[config.mk]
export PLATFORM = sky130hd
export DESIGN_NAME = mult_div_unit_flat
export DESIGN_NICKNAME = d
export VERILOG_FILES = /design/src/rtl/mult_div_if.sv /design/src/rtl/mult_div_unit.sv /design/src/flat_wrapper.sv
export SDC_FILE = /design/constraint.sdc
export NUM_CORES = 1
export LEC_CHECK = 0
export CAP_MARGIN = 20
export CORE_UTILIZATION = 45
export CTS_BUF_LIST = sky130_fd_sc_hd__clkbuf_8
export DETAILED_ROUTE_END_ITERATION = 10
export PLACE_DENSITY_LB_ADDON = 0.15
export SLEW_MARGIN = 10
export SYNTH_ARGS = -nofsm -noshare
export SYNTH_HDL_FRONTEND = slang
export SYNTH_SLANG_ARGS = --single-unit
[constraint.sdc]
create_clock -name clk -period 3.7 [get_ports clk]
set_clock_uncertainty 0.2 [all_clocks]
set_input_delay 0.555 -clock clk [delete_from_list [all_inputs] [get_ports clk]]
set_output_delay 0.555 -clock clk [all_outputs]
set_load 0.01 [all_outputs]
[src/rtl/mult_div_if.sv]
// Operand/result bundle between the MIPS control FSM and the multiply/divide unit.
interface mult_div_if;
  logic        start;
  logic        op;
  logic [31:0] a;
  logic [31:0] b;
  logic        busy;
  logic        done;
  logic        div_zero;
  logic [31:0] hi;
  logic [31:0] lo;

  modport master (
    output start, op, a, b,
    input  busy, done, div_zero, hi, lo
  );

  modport slave (
    input  start, op, a, b,
    output busy, done, div_zero, hi, lo
  );
endinterface

[src/rtl/mult_div_unit.sv]
// Iterative signed MULT/DIV: 32 shift-add or restoring-divide steps on operand
// magnitudes, followed by a sign-fix cycle that writes HI/LO.
module mult_div_unit (
  input  logic       clk,
  input  logic       reset,
  mult_div_if.slave  bus
);

  typedef enum logic [1:0] {
    IDLE = 2'd0,
    RUN  = 2'd1,
    FIX  = 2'd2
  } state_t;

  state_t      state, state_nxt;
  logic [4:0]  cnt;
  logic        accept;
  logic        dz_req;

  logic        busy_q;
  logic        done_q;
  logic        div_zero_q;
  logic [31:0] hi_q;
  logic [31:0] lo_q;

  logic        op_p0;
  logic        neg_lo_p0;
  logic        neg_hi_p0;
  logic        dz_p0;
  logic [31:0] mag_a_p0;
  logic [31:0] mag_b_p0;

  logic [63:0] acc_p1;
  logic [63:0] acc_nxt;
  logic [63:0] prod_fix;
  logic [32:0] mul_sum;
  logic [32:0] rem_sh;
  logic [33:0] trial;
  logic        keep;

  // The most negative value maps to unsigned 2^31, which is the correct magnitude.
  function automatic logic [31:0] mag32(input logic signed [31:0] v);
    logic signed [31:0] n;
    n = -v;
    return v[31] ? n : v;
  endfunction

  function automatic logic [31:0] neg32(input logic [31:0] v, input logic en);
    return en ? (~v + 32'd1) : v;
  endfunction

  function automatic logic [63:0] neg64(input logic [63:0] v, input logic en);
    return en ? (~v + 64'd1) : v;
  endfunction

  always_comb begin
    state_nxt = state;
    accept    = 1'b0;
    dz_req    = 1'b0;
    case (state)
      IDLE: begin
        if (bus.start) begin
          accept    = 1'b1;
          dz_req    = bus.op && (bus.b == 32'd0);
          state_nxt = dz_req ? FIX : RUN;
        end
      end
      RUN: begin
        if (cnt == 5'd31) state_nxt = FIX;
      end
      FIX:     state_nxt = IDLE;
      default: state_nxt = IDLE;
    endcase
  end

  // Iteration step. MULT: acc = {partial product, remaining multiplier bits}.
  // DIV: acc = {partial remainder, dividend bits shifting out / quotient bits shifting in}.
  always_comb begin
    mul_sum  = {1'b0, acc_p1[63:32]} + (acc_p1[0] ? {1'b0, mag_a_p0} : 33'd0);
    rem_sh   = {acc_p1[63:32], acc_p1[31]};
    trial    = {1'b0, rem_sh} - {2'b00, mag_b_p0};
    // Borrow shows in both top bits; a kept result always fits in 32 bits.
    keep     = (trial[33:32] == 2'b00);
    if (op_p0) begin
      acc_nxt = keep ? {trial[31:0], acc_p1[30:0], 1'b1}
                     : {rem_sh[31:0], acc_p1[30:0], 1'b0};
    end else begin
      acc_nxt = {mul_sum, acc_p1[31:1]};
    end
    prod_fix = neg64(acc_p1, neg_lo_p0);
  end

  // Control state and architecturally visible result registers
  always_ff @(posedge clk) begin
    if (reset) begin
      state      <= IDLE;
      cnt        <= 5'd0;
      busy_q     <= 1'b0;
      done_q     <= 1'b0;
      div_zero_q <= 1'b0;
      hi_q       <= 32'd0;
      lo_q       <= 32'd0;
    end else begin
      state  <= state_nxt;
      busy_q <= (state_nxt != IDLE);
      done_q <= (state == FIX);
      if (accept) begin
        cnt        <= 5'd0;
        div_zero_q <= 1'b0;
      end else if (state == RUN) begin
        cnt <= cnt + 5'd1;
      end
      if (state == FIX) begin
        if (dz_p0) begin
          div_zero_q <= 1'b1;
        end else if (op_p0) begin
          hi_q <= neg32(acc_p1[63:32], neg_hi_p0);
          lo_q <= neg32(acc_p1[31:0], neg_lo_p0);
        end else begin
          hi_q <= prod_fix[63:32];
          lo_q <= prod_fix[31:0];
        end
      end
    end
  end

  // Operand latch (p0) and iteration accumulator (p1)
  always_ff @(posedge clk) begin
    if (accept) begin
      op_p0     <= bus.op;
      mag_a_p0  <= mag32(bus.a);
      mag_b_p0  <= mag32(bus.b);
      neg_lo_p0 <= bus.a[31] ^ bus.b[31];
      neg_hi_p0 <= bus.op & bus.a[31];
      dz_p0     <= dz_req;
      acc_p1    <= bus.op ? {32'd0, mag32(bus.a)} : {32'd0, mag32(bus.b)};
    end else if (state == RUN) begin
      acc_p1 <= acc_nxt;
    end
  end

  assign bus.busy     = busy_q;
  assign bus.done     = done_q;
  assign bus.div_zero = div_zero_q;
  assign bus.hi       = hi_q;
  assign bus.lo       = lo_q;

endmodule

[src/flat_wrapper.sv]
// flat-port wrapper written by rule: the top's interface ports become plain ports
module mult_div_unit_flat 
  (clk, reset, bus_start, bus_op, bus_a, bus_b, bus_busy, bus_done, bus_div_zero, bus_hi, bus_lo);
  mult_div_if bus_i ();
  input  logic clk;
  input  logic reset;
  input wire logic [$bits(bus_i.start)-1:0] bus_start;
  input wire logic [$bits(bus_i.op)-1:0] bus_op;
  input wire logic [$bits(bus_i.a)-1:0] bus_a;
  input wire logic [$bits(bus_i.b)-1:0] bus_b;
  output wire logic [$bits(bus_i.busy)-1:0] bus_busy;
  output wire logic [$bits(bus_i.done)-1:0] bus_done;
  output wire logic [$bits(bus_i.div_zero)-1:0] bus_div_zero;
  output wire logic [$bits(bus_i.hi)-1:0] bus_hi;
  output wire logic [$bits(bus_i.lo)-1:0] bus_lo;
  assign bus_i.start = bus_start;
  assign bus_i.op = bus_op;
  assign bus_i.a = bus_a;
  assign bus_i.b = bus_b;
  assign bus_busy = bus_i.busy;
  assign bus_done = bus_i.done;
  assign bus_div_zero = bus_i.div_zero;
  assign bus_hi = bus_i.hi;
  assign bus_lo = bus_i.lo;
  mult_div_unit u_core (.clk(clk), .reset(reset), .bus(bus_i));
endmodule
==> results of run 1 <==
through the flow:
stage | setup slack [ns] | instance area [um^2]
CTS | 0.0398 | 18300
global route | -0.0477 | 18500
detailed placement | -0.133 | 17500
floorplan | 0.0665 | 14800
finish | 0.118 | 18500
global placement | -0.142 | 17500
cells by family (layout without fill, tap and decap cells):
family,after synthesis,after routing,share of synthesized area
flops,206,206,0.367
buf+inv,145,410,0.0377
mux,65,65,0.0443
simple gates,500,500,0.173
fa+ha+maj,72,72,0.0617
xor+xnor,169,169,0.0997
compound gates,496,496,0.217
worst max-delay path, cell delays in order, from the launching register on:
cell       delay (ns)
edfxtp_1         0.51
ha_2             0.44
o211ai_1         0.10
a21o_1           0.22
a211oi_2         0.29
o2111ai_1        0.23
o21ai_2          0.29
a22oi_1          0.21
nor2_4           0.17
buf_12           0.14
clkbuf_16        0.17
mux2i_1          0.21
a211oi_1         0.09
worst paths after layout:
kind / endpoint / depth (start not counted) / slack [ns]
hold / removal: u_core.bus.hi[19]$_SDFFE_PP0P_ / 2 / 0.25
setup reg to reg: u_core.acc_p1[51]$_SDFFCE_PP0P_ / 12 / 0.12
hold reg to reg: u_core.bus.hi[19]$_SDFFE_PP0P_ / 2 / 0.25
setup / recovery: u_core.acc_p1[51]$_SDFFCE_PP0P_ / 12 / 0.12
layout by cell type (no fill, tap or decap), types with 10 or more instances in the layout:
master           count
inv_1               64
buf_4              143
dfxtp_1             74
o21a_1              16
nand4_1             11
a21o_1              31
nand2_1            123
and2_1              38
xor2_1              75
nor3_1              30
nand3_1             34
clkbuf_8            40
a31oi_1             10
xnor2_1             93
o31ai_1             21
or2_2               11
o41ai_1             14
a211oi_1            82
ha_1                64
clkdlybuf4s50_1    133
or3_1               22
edfxtp_1           132
nor2b_1             36
o22ai_1             14
a21oi_1            123
nor2_1             120
o211ai_1            19
mux2i_1             59
o21ai_0             97
nand2b_1            13
flip-flops by register name, summed over array words and instances, names as in the netlist:
name                 cells
u_core.bus.busy          1
u_core.mag_b_p0         32
u_core.bus.hi           32
u_core.state             2
u_core.neg_lo_p0         1
u_core.op_p0             1
u_core.cnt               5
u_core.bus.div_zero      1
u_core.bus.lo           32
u_core.mag_a_p0         32
u_core.acc_p1           64
u_core.dz_p0             1
u_core.bus.done          1
u_core.neg_hi_p0         1
layer usage:
metal  up-vias  wire length [um]
met1      6511             21400
li1       6614                 -
met5         -                 0
met4         0              1570
met2       429             22200
met3        68              3050
cell type report:
class                      count  share of cell area
clock buffer                  40              0.0297
clock inverter                27              0.0111
inverter                      59              0.0121
multi-input combinational   1302               0.486
sequential                   206               0.294
tap                          442              0.0298
timing repair buffer         284               0.138
power by group:
part | switching, mW | internal, mW
combinational | 2.81 | 2.20
clock | 1.03 | 1.22
sequential | 0.222 | 2.77
total | 4.07 | 6.19
what timing repair did:
action                                  CTS  global route
endpoints found under the hold margin     0             0
setup buffers                             1             7
hold buffers                              0             0
resized for setup                         6            28
gates cloned                              0             2
endpoints found under the setup margin    7            32
pin swaps                                 0            14
==> results.txt, run 1 <==
Mapped Cells: 1653
Placed Instances: 2283
remaining number of nets flagged by the antenna check after routing: 0
effective utilization at floorplan: 0.457
final critical path time including I/O delays and setup: 3.58 ns
all-layer global routing usage: 0.283
area growth from synthesis to final layout: 25.0%
total number of placement rows: 66
Syn Area/Cell: 8.98 um^2
ant diodes: 0
cell type with the highest aggregate area in the netlist: edfxtp_1
I/O Pins: 135
count of routing violations after the opening detailed-route iteration: 1099
area share of the largest cell type after synthesis: 0.267
M3 GR Usage: 0.0442
kind of start point of the critical path: flip-flop
max-slew violations: 0
Post-synth EDFFs: 132
maximum capacitance violations: 0
Setup TNS: 0 ns
data required time at the worst endpoint: 3.78 ns
slew at the pin with the worst max-slew slack: 0.708 ns
fraction of the yosys area taken by sequential cells: 0.367
layer with the highest usage after global routing: met2
Die Wd: 184 um
most used flip-flop cell after synthesis: edfxtp_1
routed via count: 13600
clock-pin slew reported for the worst setup and hold paths after clock tree synthesis: 0.07 ns
type of destination of the critical path: flip-flop
TritonCTS clock tree: done
number of clock sinks: 206
antenna violations before repair: 0
critical path fanouts, max: 10
outcome: complete, no violations
Leakage: 7.06 nW
number of fill cells in the layout: 2938
PortBufs: 134
maximum buffer depth of the clock tree: 3
Std-Cell Core Area: 32500 um^2
global placer's final weighted congestion: 0.958
Hold Crit Start: u_core.bus.hi[19]$_SDFFE_PP0P_
top cells by instance count after synthesis: edfxtp_1, a21oi_1, nand2_1, nor2_1, o21ai_0
CTS H-tree depth: 2
total overflow reported by the global router: 0
fraction of layout cells with a size suffix above 1: 0.140
Initial DRT Pass Iterations: 6
GRT met2 Usage: 0.458
total chip power: 10.3 mW
setup repair after global routing missed its margin: true
Async S/R FF share, synth: 0
number of library cell types mapped by synthesis: 79
Tightest Hold Check Type: reg2reg
Synth Net Count: 1793
routing usage on met1: 0.381
multi-input logic area: 9010 um^2
half-perimeter wire length after detailed placement: 37000 um
cells taking the most area after synthesis: edfxtp_1, dfxtp_1, ha_1
wire length after detailed routing: 48200 um
most instantiated library cell after synthesis: edfxtp_1
first-pass GRT wire length: 73400 um
number of global-route vias before repair: 12900
drc violations: 0
final-report setup violation count: 0
number of nets in the final layout: 2030
worst reg2reg startpoint: u_core.acc_p1[33]$_SDFFCE_PP0P_
Non-Filler Instances: 2360
tightest hold margin: 0.251 ns
final core utilization: 0.572
area of the die: 33700 um^2
die height: 184 um
launching instance or port of the critical path: u_core.acc_p1[33]$_SDFFCE_PP0P_
power density over cell area: 553 nW/um^2
routed wire length per instance: 20.4 um
per-cell via count in the routed design: 5.77
maximum number of pins on one net before global-route repair: 65
Setup Crit Path Kind: reg2reg
fraction of the cycle the final worst path needs: 0.968
highest ir drop seen on vdd: 0.236 mV
#FFs+latches synth: 206
Warnings, synthesis: 0
highest achievable clock rate: 279 MHz
Max-Slew Margin vs Limit: 0.528
number of buffers created by CTS: 37
worst skew pair latency: 0.57 ns
data arrival time of the worst path: 3.66 ns
flip-flop and latch area: 5450 um^2
Final Hold Vio Count: 0
root buffer selected by CTS: clkbuf_8
Cell Area, Synth: 14800 um^2
No activity file was read; power rests on OpenSTA's default activity.
==> run 2: changes to the inputs <==
clock period = 3.65 ns   (was 3.7 ns; I/O delays follow)
==> run 2 against run 1 <==
  * Die area did not move
  * Final cell count rose by 0.97%
  * Design area rose by 1.9%
  * Sequential cell count did not move
  * Global-route usage rose by 0.64 points
  * First-iteration DRC count rose by 15%
  * Total power rose by 5.8%
  * Worst setup slack got worse by 0.013 ns
  * Critical path type unchanged
  * Largest cell class unchanged
  * Largest power group unchanged
  * Highest routed layer unchanged
==> results.txt, run 2 (synthesized netlist as in run 1, its figures left out) <==
power density over cell area: 574 nW/um^2
drc violations: 0
outcome: complete, no violations
cell internal pwr: 6.63 mW
highest ir drop seen on vdd: 0.302 mV
fraction of the cycle the final worst path needs: 0.971
global placer's final weighted congestion: 0.936
ant diodes: 0
kind of start point of the critical path: flip-flop
worst skew pair latency: 0.58 ns
data required time at the worst endpoint: 3.92 ns
Std-Cell Core Area: 32500 um^2
number of buffers created by CTS: 38
final worst slack: 0.105 ns
remaining number of nets flagged by the antenna check after routing: 0
highest achievable clock rate: 282 MHz
Die Wd: 184 um
die height: 184 um
number of hold buffers added after CTS: 0
clock-pin slew reported for the worst setup and hold paths after clock tree synthesis: 0.06 ns
slew at the pin with the worst max-slew slack: 0.786 ns
sequential share of power: 0.279
most frequent cells in the layout: buf_4, clkdlybuf4s50_1, edfxtp_1, a21oi_1, nand2_1
Logic pwr share: 0.480
effective utilization at floorplan: 0.457
Initial DRT Pass Iterations: 5
final core utilization: 0.582
final critical path time including I/O delays and setup: 3.55 ns
Post-Place Setup Slack: -0.495 ns
Non-Filler Instances: 2383
number of nets in the final layout: 2053
Final Hold Vio Count: 0
largest reg by FF count: u_core.acc_p1
first-pass GRT wire length: 74700 um
critical path fanouts, max: 15
sw power: 4.22 mW
flip-flop count of the largest register, all copies and words added: 64
type of destination of the critical path: flip-flop
total number of placement rows: 66
per-cell via count in the routed design: 5.75
final-report setup violation count: 0
maximum capacitance violations: 0
switching portion of total power: 0.389
maximum number of pins on one net before global-route repair: 72
PortBufs: 134
maximum buffer depth of the clock tree: 3
TritonCTS clock tree: done
routed via count: 13700
number of global-route vias before repair: 13100
antenna violations before repair: 0
all-layer global routing usage: 0.289
data arrival time of the worst path: 3.82 ns
number of clock sinks: 206
max-slew violations: 0
half-perimeter wire length after detailed placement: 37800 um
wire length after detailed routing: 49200 um
Setup Crit Path Kind: reg2reg
Tightest Hold Check Type: reg2reg
setup repair after global routing missed its margin: true
fraction of layout cells with a size suffix above 1: 0.154
most common library cell in the layout ignoring fill and taps: buf_4
area growth from synthesis to final layout: 27.4%
area of the die: 33700 um^2
Leakage: 7.23 nW
CTS H-tree depth: 2
count of routing violations after the opening detailed-route iteration: 1261
Max-Slew Margin vs Limit: 0.476
Placed Instances: 2307
I/O Pins: 135
root buffer selected by CTS: clkbuf_8
Setup TNS: 0 ns
routed wire length per instance: 20.6 um
power share of the clock group: 0.241
total overflow reported by the global router: 0
tightest hold margin: 0.252 ns
run 2: changes by cell type in the layout (fill, tap and decap cells not counted), moves of 3 or more:
cell      before  now
buf_4        143  163
inv_1         64   61
clkbuf_8      40   46
clkinv_2       8    5
ha_2           3    0
run 2: worst paths after layout:
| path | slack [ns] | startpoint | cells after the start | to |
|---|---|---|---|---|
| min reg2reg | 0.25 | u_core.bus.hi[29]$_SDFFE_PP0P_ | 2 | u_core.bus.hi[29]$_SDFFE_PP0P_ |
| min | 0.25 | u_core.bus.hi[29]$_SDFFE_PP0P_ | 2 | u_core.bus.hi[29]$_SDFFE_PP0P_ |
| max reg2reg | 0.10 | u_core.acc_p1[0]$_DFFE_PP_ | 11 | u_core.bus.hi[21]$_SDFFE_PP0P_ |
| max | 0.10 | u_core.acc_p1[0]$_DFFE_PP_ | 11 | u_core.bus.hi[21]$_SDFFE_PP0P_ |
run 2: final cells by class:
type | instances | area [um^2]
Clock buffer | 46 | 633
Clock inverter | 22 | 256
Fill cell | 2885 | 13600
Inverter | 59 | 224
Multi-Input combinational cell | 1302 | 9050
Sequential cell | 206 | 5450
Tap cell | 442 | 553
Timing Repair Buffer | 306 | 2740
run 2: routing by layer:
layer / track usage / routed length, um
met2: 0.457 / 22200
met1: 0.399 / 22300
met5: 0 / 0
met3: 0.0414 / 2910
met4: 0.113 / 1690
run 2: stage by stage:
| step | power [mW] | instance area, um^2 |
|---|---|---|
| 6_report | 10.9 | 18900 |
| 5_1_grt | 11.4 | 18900 |
| 4_1_cts | 10.6 | 18600 |
| 3_5_place_dp | 7.91 | 17700 |
| 3_3_place_gp | 7.85 | 17700 |
| 2_1_floorplan | 6.09 | 14800 |
run 2: power by group through the flow:
stage	combinational, mW	sequential (mW)	clock, mW
after CTS	4.91	3.01	2.66
final	5.21	3.03	2.61
after global placement	4.80	3.06	0
after global routing	5.60	3.06	2.76
after floorplan	3.00	3.09	0
after detailed placement	4.85	3.06	0
run 2: what timing repair did:
| item | in CTS | in global routing |
|---|---|---|
| gates cloned | 0 | 2 |
| resized for setup | 12 | 32 |
| pin swaps | 3 | 13 |
| setup buffers | 0 | 6 |
| endpoints found under the setup margin | 12 | 38 |
run 2: critical path, cell delays in order (launching register included):
cell      delay, ns
edfxtp_1       0.43
buf_6          0.18
or3_1          0.46
nor4_4         0.15
buf_4          0.18
nand4_2        0.16
or4_4          0.60
or4_4          0.44
o21ai_2        0.17
a21oi_1        0.10
xnor2_1        0.15
a211oi_1       0.21
